**src/rtl/quad_encoder_emulator.sv**
```systemverilog
// Quadrature encoder signal source: a phase accumulator paces A/B/Z steps, and frequency/direction are reloaded over valid/ready.
// Define QENC_POS_OUT_EN to add the signed edge-position output pos (absent in the default build).
module quad_encoder_emulator #(
  parameter int CLK_HZ = 50_000_000,
  parameter int ACC_W  = 32,
  parameter int CPR    = 1000,
  parameter int POS_W  = 32
) (
  input  logic             CLOCK_50M,
  input  logic             RST,
  input  logic             cfg_valid,
  output logic             cfg_ready,
  input  logic [ACC_W-1:0] cfg_ftw,
  input  logic             cfg_dir,
  output logic             enc_a,
  output logic             enc_b,
  output logic             enc_z,
  output logic             index_tick
`ifdef QENC_POS_OUT_EN
  ,
  output logic [POS_W-1:0] pos
`endif
);
  localparam int                EDGE_W    = $clog2(4 * CPR);
  localparam logic [EDGE_W-1:0] EDGE_LAST = EDGE_W'(4 * CPR - 1);

  // State encoding is the {A,B} output pair itself.
  typedef enum logic [1:0] {
    S0 = 2'b00,
    S1 = 2'b10,
    S2 = 2'b11,
    S3 = 2'b01
  } quad_e;

  if (CLK_HZ < 1 || ACC_W < 2 || CPR < 1 || POS_W < 2) begin : g_param_check
    $error("quad_encoder_emulator: invalid parameter set");
  end

  logic [ACC_W-1:0]  acc_q;
  logic [ACC_W-1:0]  ftw_act_q;
  logic [ACC_W-1:0]  pend_ftw_q;
  logic              carry_q;
  logic              dir_act_q;
  logic              pend_dir_q;
  logic              pending_q;
  logic              cfg_ready_q;
  logic              enc_z_q;
  logic              index_tick_q;
  logic [EDGE_W-1:0] edge_cnt_q;
  quad_e             state_q;
`ifdef QENC_POS_OUT_EN
  logic [POS_W-1:0]  pos_q;
`endif

  logic              idle_s;
  logic              accept_s;
  logic              step_s;
  logic              apply_s;
  logic              step_dir_s;
  logic [ACC_W:0]    sum_s;
  logic [EDGE_W-1:0] edge_cnt_d;

  function automatic quad_e quad_next(input quad_e cur, input logic rev);
    case (cur)
      S0:      quad_next = rev ? S3 : S1;
      S1:      quad_next = rev ? S0 : S2;
      S2:      quad_next = rev ? S1 : S3;
      S3:      quad_next = rev ? S2 : S0;
      default: quad_next = S0;
    endcase
  endfunction

  // Step/apply decisions; a pending config applied on a step already steers that step.
  always_comb begin
    idle_s     = (ftw_act_q == '0);
    accept_s   = cfg_valid & cfg_ready_q;
    sum_s      = {1'b0, acc_q} + {1'b0, ftw_act_q};
    step_s     = carry_q & ~idle_s;
    apply_s    = pending_q & (idle_s | step_s);
    step_dir_s = pending_q ? pend_dir_q : dir_act_q;
    if (step_dir_s) begin
      if (edge_cnt_q == '0) begin
        edge_cnt_d = EDGE_LAST;
      end else begin
        edge_cnt_d = edge_cnt_q - EDGE_W'(1);
      end
    end else begin
      if (edge_cnt_q == EDGE_LAST) begin
        edge_cnt_d = '0;
      end else begin
        edge_cnt_d = edge_cnt_q + EDGE_W'(1);
      end
    end
  end

  // Accumulator, config handshake and quadrature state machine.
  always_ff @(posedge CLOCK_50M) begin
    if (RST) begin
      acc_q        <= '0;
      carry_q      <= 1'b0;
      ftw_act_q    <= '0;
      dir_act_q    <= 1'b0;
      pend_ftw_q   <= '0;
      pend_dir_q   <= 1'b0;
      pending_q    <= 1'b0;
      cfg_ready_q  <= 1'b1;
      state_q      <= S0;
      edge_cnt_q   <= '0;
      enc_z_q      <= 1'b0;
      index_tick_q <= 1'b0;
`ifdef QENC_POS_OUT_EN
      pos_q        <= '0;
`endif
    end else begin
      // Leaving the stopped state restarts the phase from zero.
      if (apply_s && idle_s) begin
        acc_q   <= '0;
        carry_q <= 1'b0;
      end else begin
        acc_q   <= sum_s[ACC_W-1:0];
        carry_q <= sum_s[ACC_W];
      end

      if (apply_s) begin
        ftw_act_q   <= pend_ftw_q;
        dir_act_q   <= pend_dir_q;
        pending_q   <= 1'b0;
        cfg_ready_q <= 1'b1;
      end else if (accept_s) begin
        pend_ftw_q  <= cfg_ftw;
        pend_dir_q  <= cfg_dir;
        pending_q   <= 1'b1;
        cfg_ready_q <= 1'b0;
      end else begin
        pending_q   <= pending_q;
        cfg_ready_q <= cfg_ready_q;
      end

      if (step_s) begin
        state_q      <= quad_next(state_q, step_dir_s);
        edge_cnt_q   <= edge_cnt_d;
        enc_z_q      <= (edge_cnt_d == '0);
        index_tick_q <= (edge_cnt_d == '0) & ~enc_z_q;
`ifdef QENC_POS_OUT_EN
        pos_q        <= step_dir_s ? (pos_q - POS_W'(1)) : (pos_q + POS_W'(1));
`endif
      end else begin
        index_tick_q <= 1'b0;
      end
    end
  end

  assign cfg_ready  = cfg_ready_q;
  assign enc_a      = state_q[1];
  assign enc_b      = state_q[0];
  assign enc_z      = enc_z_q;
  assign index_tick = index_tick_q;
`ifdef QENC_POS_OUT_EN
  assign pos        = pos_q;
`endif

endmodule

```
**config.mk**
```make
export PLATFORM = sky130hd
export DESIGN_NAME = quad_encoder_emulator
export DESIGN_NICKNAME = d
export VERILOG_FILES = /design/src/rtl/quad_encoder_emulator.sv
export SDC_FILE = /design/constraint.sdc
export NUM_CORES = 1
export LEC_CHECK = 0
export CORE_MARGIN = 2
export CORE_UTILIZATION = 60
export CTS_CLUSTER_DIAMETER = 80
export DETAILED_ROUTE_END_ITERATION = 8
export GPL_ROUTABILITY_DRIVEN = 0
export PLACE_DENSITY = 0.82
export SYNTH_ARGS = -nofsm -noshare
export SYNTH_HDL_FRONTEND = slang
export SYNTH_SLANG_ARGS = --single-unit
```
**constraint.sdc**
```tcl
create_clock -name CLOCK_50M -period 5.9 [get_ports CLOCK_50M]
set_clock_uncertainty 0.05 [all_clocks]
set_input_delay 0.885 -clock CLOCK_50M [delete_from_list [all_inputs] [get_ports CLOCK_50M]]
set_output_delay 0.885 -clock CLOCK_50M [all_outputs]
set_load 0.1 [all_outputs]
```
==> reports/summary.txt, run 1 <==
number of flops mapped to enable cells by yosys: 0
port bufs: 40
CP top delay family: buffers and inverters
area share of fa/ha/maj cells after synthesis: 0.0716
global-route wire length before repair: 26.3 mm
DRC Markers: 0
count of state elements after synthesis: 117
post-synthesis mux area share: 0.0104
Power Total: 2.45 mW
DR vias: 6008
Clock Pin Slew Worst Setup and Hold Paths: 60 ps
pwr dens: 331 mW/mm2
post-detail-place hpwl: 10.8 mm
Syn Nets: 892
Yosys warnings: 0
Pleak: 2.91 nW
drt total wl: 15.8 mm
crit path kind: reg -> out
Die Area: 0.0115 mm2
RSZ-0062 raised after global routing: false
CTS max path bufs: 2
initial antenna violation count: 0
vias per cell: 6.11
Yosys cell types: 72
post-synth top area cell: dfxtp_1
Synth top area share: 0.366
Synth Area in XOR/XNOR: 0.0356
overall die width: 107 um
die height: 107 um
I/O pin count: 41
ratio of cells with drive above 1 in the final layout: 0.0625
H-tree depth: 4
cts bufs inserted: 17
Setup Buffers After CTS: 0
ANT nets after route: 0
Bufs and invs on worst path: 1
# diodes: 0
crit-path max cell delay: 1160 ps
maxcap violations: 0
placed insts: 952
DR WL/cell: 16.0 um
Hold Path Class: reg -> reg
clock root buffer master: clkbuf_8
Simple-Gate Fraction of Synth Area: 0.245
vias in the first global route: 5662
commonest register cell after synthesis: dfxtp_1
post-synthesis compound-gate area fraction: 0.233
Final Util: 0.717
Syn Inst Count: 820
WP data required: 4970 ps
syn avg cell area: 7.80 um2
Layout area overhead: 15.6%
CTS tree: yes
Final Hold Viols: 0
most frequent cells in the layout: 162 x nand2_1, 119 x a21oi_1, 117 x dfxtp_1
largest family of logic cells by synthesized area: simple AND/OR/NAND/NOR gates
final net count: 907
Peak VDD IR: 0.000383 V
CP max-delay cell: clkdlybuf4s50_1
Non-Filler Instances: 984
most common cell after layout, fill and taps aside: nand2_1
Pre-Repair DR Iteration Count: 7
core footprint: 0.0103 mm2
CTS Sinks: 117
largest net degree at the start of global routing: 87
post-route setup TNS: 0 ps
post-synthesis sequential area ratio: 0.366
GRT Util Overall: 0.285
Synth area leaders: dfxtp_1 37%, nand2_1 9.5%, a21oi_1 9.3%, ha_1 6.8%, nor2_1 3.2%
Peak Freq: 332 MHz
Tmin final: 3020 ps
CP arrival: 2080 ps
element type at the critical path start: register
Post-CTS Resized: 0
max-slew violations: 0
period utilization: 0.511
worst skew pair latency: 530 ps
post-synthesis async set-or-reset flop share: 0
status: complete, no violations
setup violators final: 0
headroom to the max-slew limit: 0.155
Netlist Area Pre-Place: 0.00640 mm2
Worst-Margin Slew: 1260 ps
First DRT Iteration DRCs: 424
nature of the critical path endpoint: output pin
Initial Util: 0.620
num rows: 37
GRT Residual Overflow: 0
hold_buf cts: 0
cells along the critical path: clkdlybuf4s50_1
CP Max Fanout: 5
[final timing paths]
path	from	depth (start not counted)	slack, ps	endpoint
setup / recovery	cfg_ready	1	2880	cfg_ready
hold / removal	enc_z	1	400	index_tick
hold reg to reg	enc_z	1	400	index_tick
setup reg to reg	ftw_act_q[5]	8	2950	pend_ftw_q[10]
[state kept, by name, summed over array words and instances, names as in the netlist]
register and cells:
acc_q 32, pend_ftw_q 32, index_tick 1, enc_z 1
cfg_ready 1, carry_q 1, state_q 2, ftw_act_q 32
edge_cnt_q 12, pend_dir_q 1, pending_q 1, dir_act_q 1
[cell usage after synthesis, drive strengths merged (15+ instances only)]
library cell / instances
nand2: 162
o21ai: 35
nand3: 20
clkbuf: 36
a21oi: 119
dfxtp: 117
nor2: 55
nand4: 15
xnor2: 18
ha: 35
[report_power, final]
part | switching (mW) | internal, mW
clock | 0.385 | 0.641
combinational | 0.349 | 0.153
sequential | 0.0545 | 0.867
[per-stage QoR]
step	hold WS (ps)	worst slack, ps	cell area, um2
final	404	2880	7400
after global routing	411	2680	7400
after CTS	401	2880	7400
after detailed placement	395	2930	6800
after global placement	379	3030	6800
after floorplan	382	3430	6400
[area by class of cell]
type	count	area, um2
sequential	117	2340
clock buffer	20	455
inverter	14	52.6
fill	814	2930
timing repair buffer	43	418
multi-input combinational	642	3820
tap	136	170
clock inverter	12	143
[cells by family after synthesis]
logic type,after synthesis
compound gates,243
xor+xnor,26
fa+ha+maj,36
buf+inv,61
flops,117
mux,6
simple gates,331
[per-layer routing]
layer	vias to the layer above	GRT usage	share of wire
li1	2973	-	-
met1	2796	0.376	0.45
met2	210	0.463	0.47
met3	29	0.0539	0.067
met4	0	0.104	0.015
met5	-	0	0
(Power assumes the default switching activity.)
==> inputs of run 2 (changes only) <==
clock period = 2.9 ns   (was 5.9 ns; I/O delays follow)
==> run 2 against run 1 <==
  * Largest cell class unchanged
  * Sequential share of layout area down 0.37 points
  * Register-to-register slack worse by 2800 ps
  * Final cell count up 0.81%
  * Design area up 1.2%
  * Critical path type is now reg -> reg
  * Critical path depth up 7
  * Core utilization up 0.85 points
==> reports/summary.txt, run 2 (same netlist as run 1, synthesis figures left out) <==
ANT nets after route: 0
headroom to the max-slew limit: 0.421
cts bufs inserted: 17
filler instances: 767
Clk network pwr share: 0.416
biggest regs: acc_q: 32 flops, ftw_act_q: 32 flops, pend_ftw_q: 32 flops
die height: 107 um
crit path kind: reg -> reg
met3 global-route usage: 0.0702
Min Hold Slack: 253 ps
GRT busiest layer: met2
element type at the critical path start: register
clock root buffer master: clkbuf_8
PnR worst setup slack: 124 ps
vias in the first global route: 5835
num rows: 37
reg-to-reg setup timing slack: 120 ps
global-route wire length before repair: 27.1 mm
DRC Markers: 0
CTS Sinks: 117
DR WL/cell: 16.3 um
Reg2Reg Capture Point: acc_q[31]
post-detail-place hpwl: 11.0 mm
Power Total: 5.09 mW
largest net degree at the start of global routing: 70
crit path to: acc_q[31]
Peak Freq: 360 MHz
grt met1 use: 0.377
overall die width: 107 um
vias per cell: 6.19
most common cell after layout, fill and taps aside: nand2_1
hold_buf cts: 0
final net count: 915
Initial Util: 0.620
Final Util: 0.725
DR vias: 6137
GRT Residual Overflow: 0
Pre-Repair DR Iteration Count: 5
worst skew pair latency: 520 ps
Tmin final: 2780 ps
Die Area: 0.0115 mm2
Pleak: 2.97 nW
post-route setup TNS: 0 ps
CTS max path bufs: 2
I/O pin count: 41
WP data required: 3290 ps
Final Hold Viols: 0
Layout area overhead: 17.0%
Worst-Margin Slew: 868 ps
pre-CTS WS: 143 ps
First DRT Iteration DRCs: 369
nature of the critical path endpoint: register
Clock Pin Slew Worst Setup and Hold Paths: 60 ps
period utilization: 0.957
Critical path origin: ftw_act_q[1]
sequential share of power: 0.368
Setup Buffers After CTS: 0
Hold Path Class: in -> reg
CTS tree: yes
RSZ-0062 raised after global routing: false
most frequent cells in the layout: 162 x nand2_1, 119 x a21oi_1, 117 x dfxtp_1
# diodes: 0
M2 GR Usage: 0.483
CP Max Fanout: 5
ratio of cells with drive above 1 in the final layout: 0.0771
GRT Util Overall: 0.292
Comb power frac: 0.216
Net Sw Frac: 0.311
reg2reg path depth: 8
initial antenna violation count: 0
status: complete, no violations
max-slew violations: 0
H-tree depth: 4
port bufs: 40
core footprint: 0.0103 mm2
FF-to-FF Start: ftw_act_q[1]
pwr dens: 680 mW/mm2
cell internal pwr: 3.51 mW
drt total wl: 16.2 mm
CP arrival: 3170 ps
Switch Pwr: 1.58 mW
setup violators final: 0
Peak VDD IR: 0.000583 V
maxcap violations: 0
==> run 2: layout make-up <==
type | count | area, um2 | area share
multi-input cells | 642 | 3830 | 0.512
flip-flops and latches | 117 | 2340 | 0.313
repair buffers | 51 | 478 | 0.0639
clock buffers | 21 | 459 | 0.0614
well taps | 136 | 170 | 0.0227
clock inverters | 11 | 150 | 0.0201
inverters | 14 | 52.6 | 0.00702
==> run 2: power by group through the flow <==
stage | Clock (mW) | Sequential [mW] | Combinational [mW]
finish | 2.12 | 1.87 | 1.10
global route | 2.23 | 1.89 | 1.20
CTS | 2.14 | 1.87 | 1.09
detailed placement | 0 | 1.90 | 1.07
global placement | 0 | 1.89 | 1.04
floorplan | 0 | 1.89 | 0.746
==> run 2: how the worst min path moves through the flow <==
stage	start	to	cells after the start	slack [ps]
after CTS	RST	edge_cnt_q[3]	2	230
after global placement	enc_z	index_tick	1	380
after global routing	RST	edge_cnt_q[3]	2	270
final	RST	edge_cnt_q[3]	2	250
after floorplan	pend_ftw_q[0]	ftw_act_q[0]	2	380
after detailed placement	pend_ftw_q[26]	ftw_act_q[26]	2	390
==> run 2: per-layer routing <==
metal	part of all wire	wire [um]	vias to the layer above
met1	0.43	7000	2879
li1	-	-	2987
met5	0	0	-
met2	0.48	7810	239
met3	0.070	1140	32
met4	0.014	220	0
==> run 2: worst max-delay path: stages, from the launching register on <==
cell and delay (ps):
dfxtp_1 400, ha_1 280, a211oi_1 370, nor4_1 120, o31ai_1 550, a211oi_2 220, o211a_1 310, o22ai_1 150
mux2i_1 240
==> run 2: per-stage QoR <==
step           cell area (um2)  instances
3_5_place_dp              6860        960
2_1_floorplan             6400        820
6_report                  7480        992
3_3_place_gp              6860        960
5_1_grt                   7480        992
4_1_cts                   7470        992
==> run 2: timing repair <==
item | 4_1_cts | 5_1_grt
resized for setup | 0 | 2
hold endpoints to repair | 0 | 0
setup endpoints to repair | 0 | 2
==> inputs of run 3 (changes only) <==
CTS_CLUSTER_SIZE = 12   (was unset)
SLEW_MARGIN = 20   (was unset)
==> results of run 3 <==
The final DEF is identical to that of run 2; final timing and power are the same.
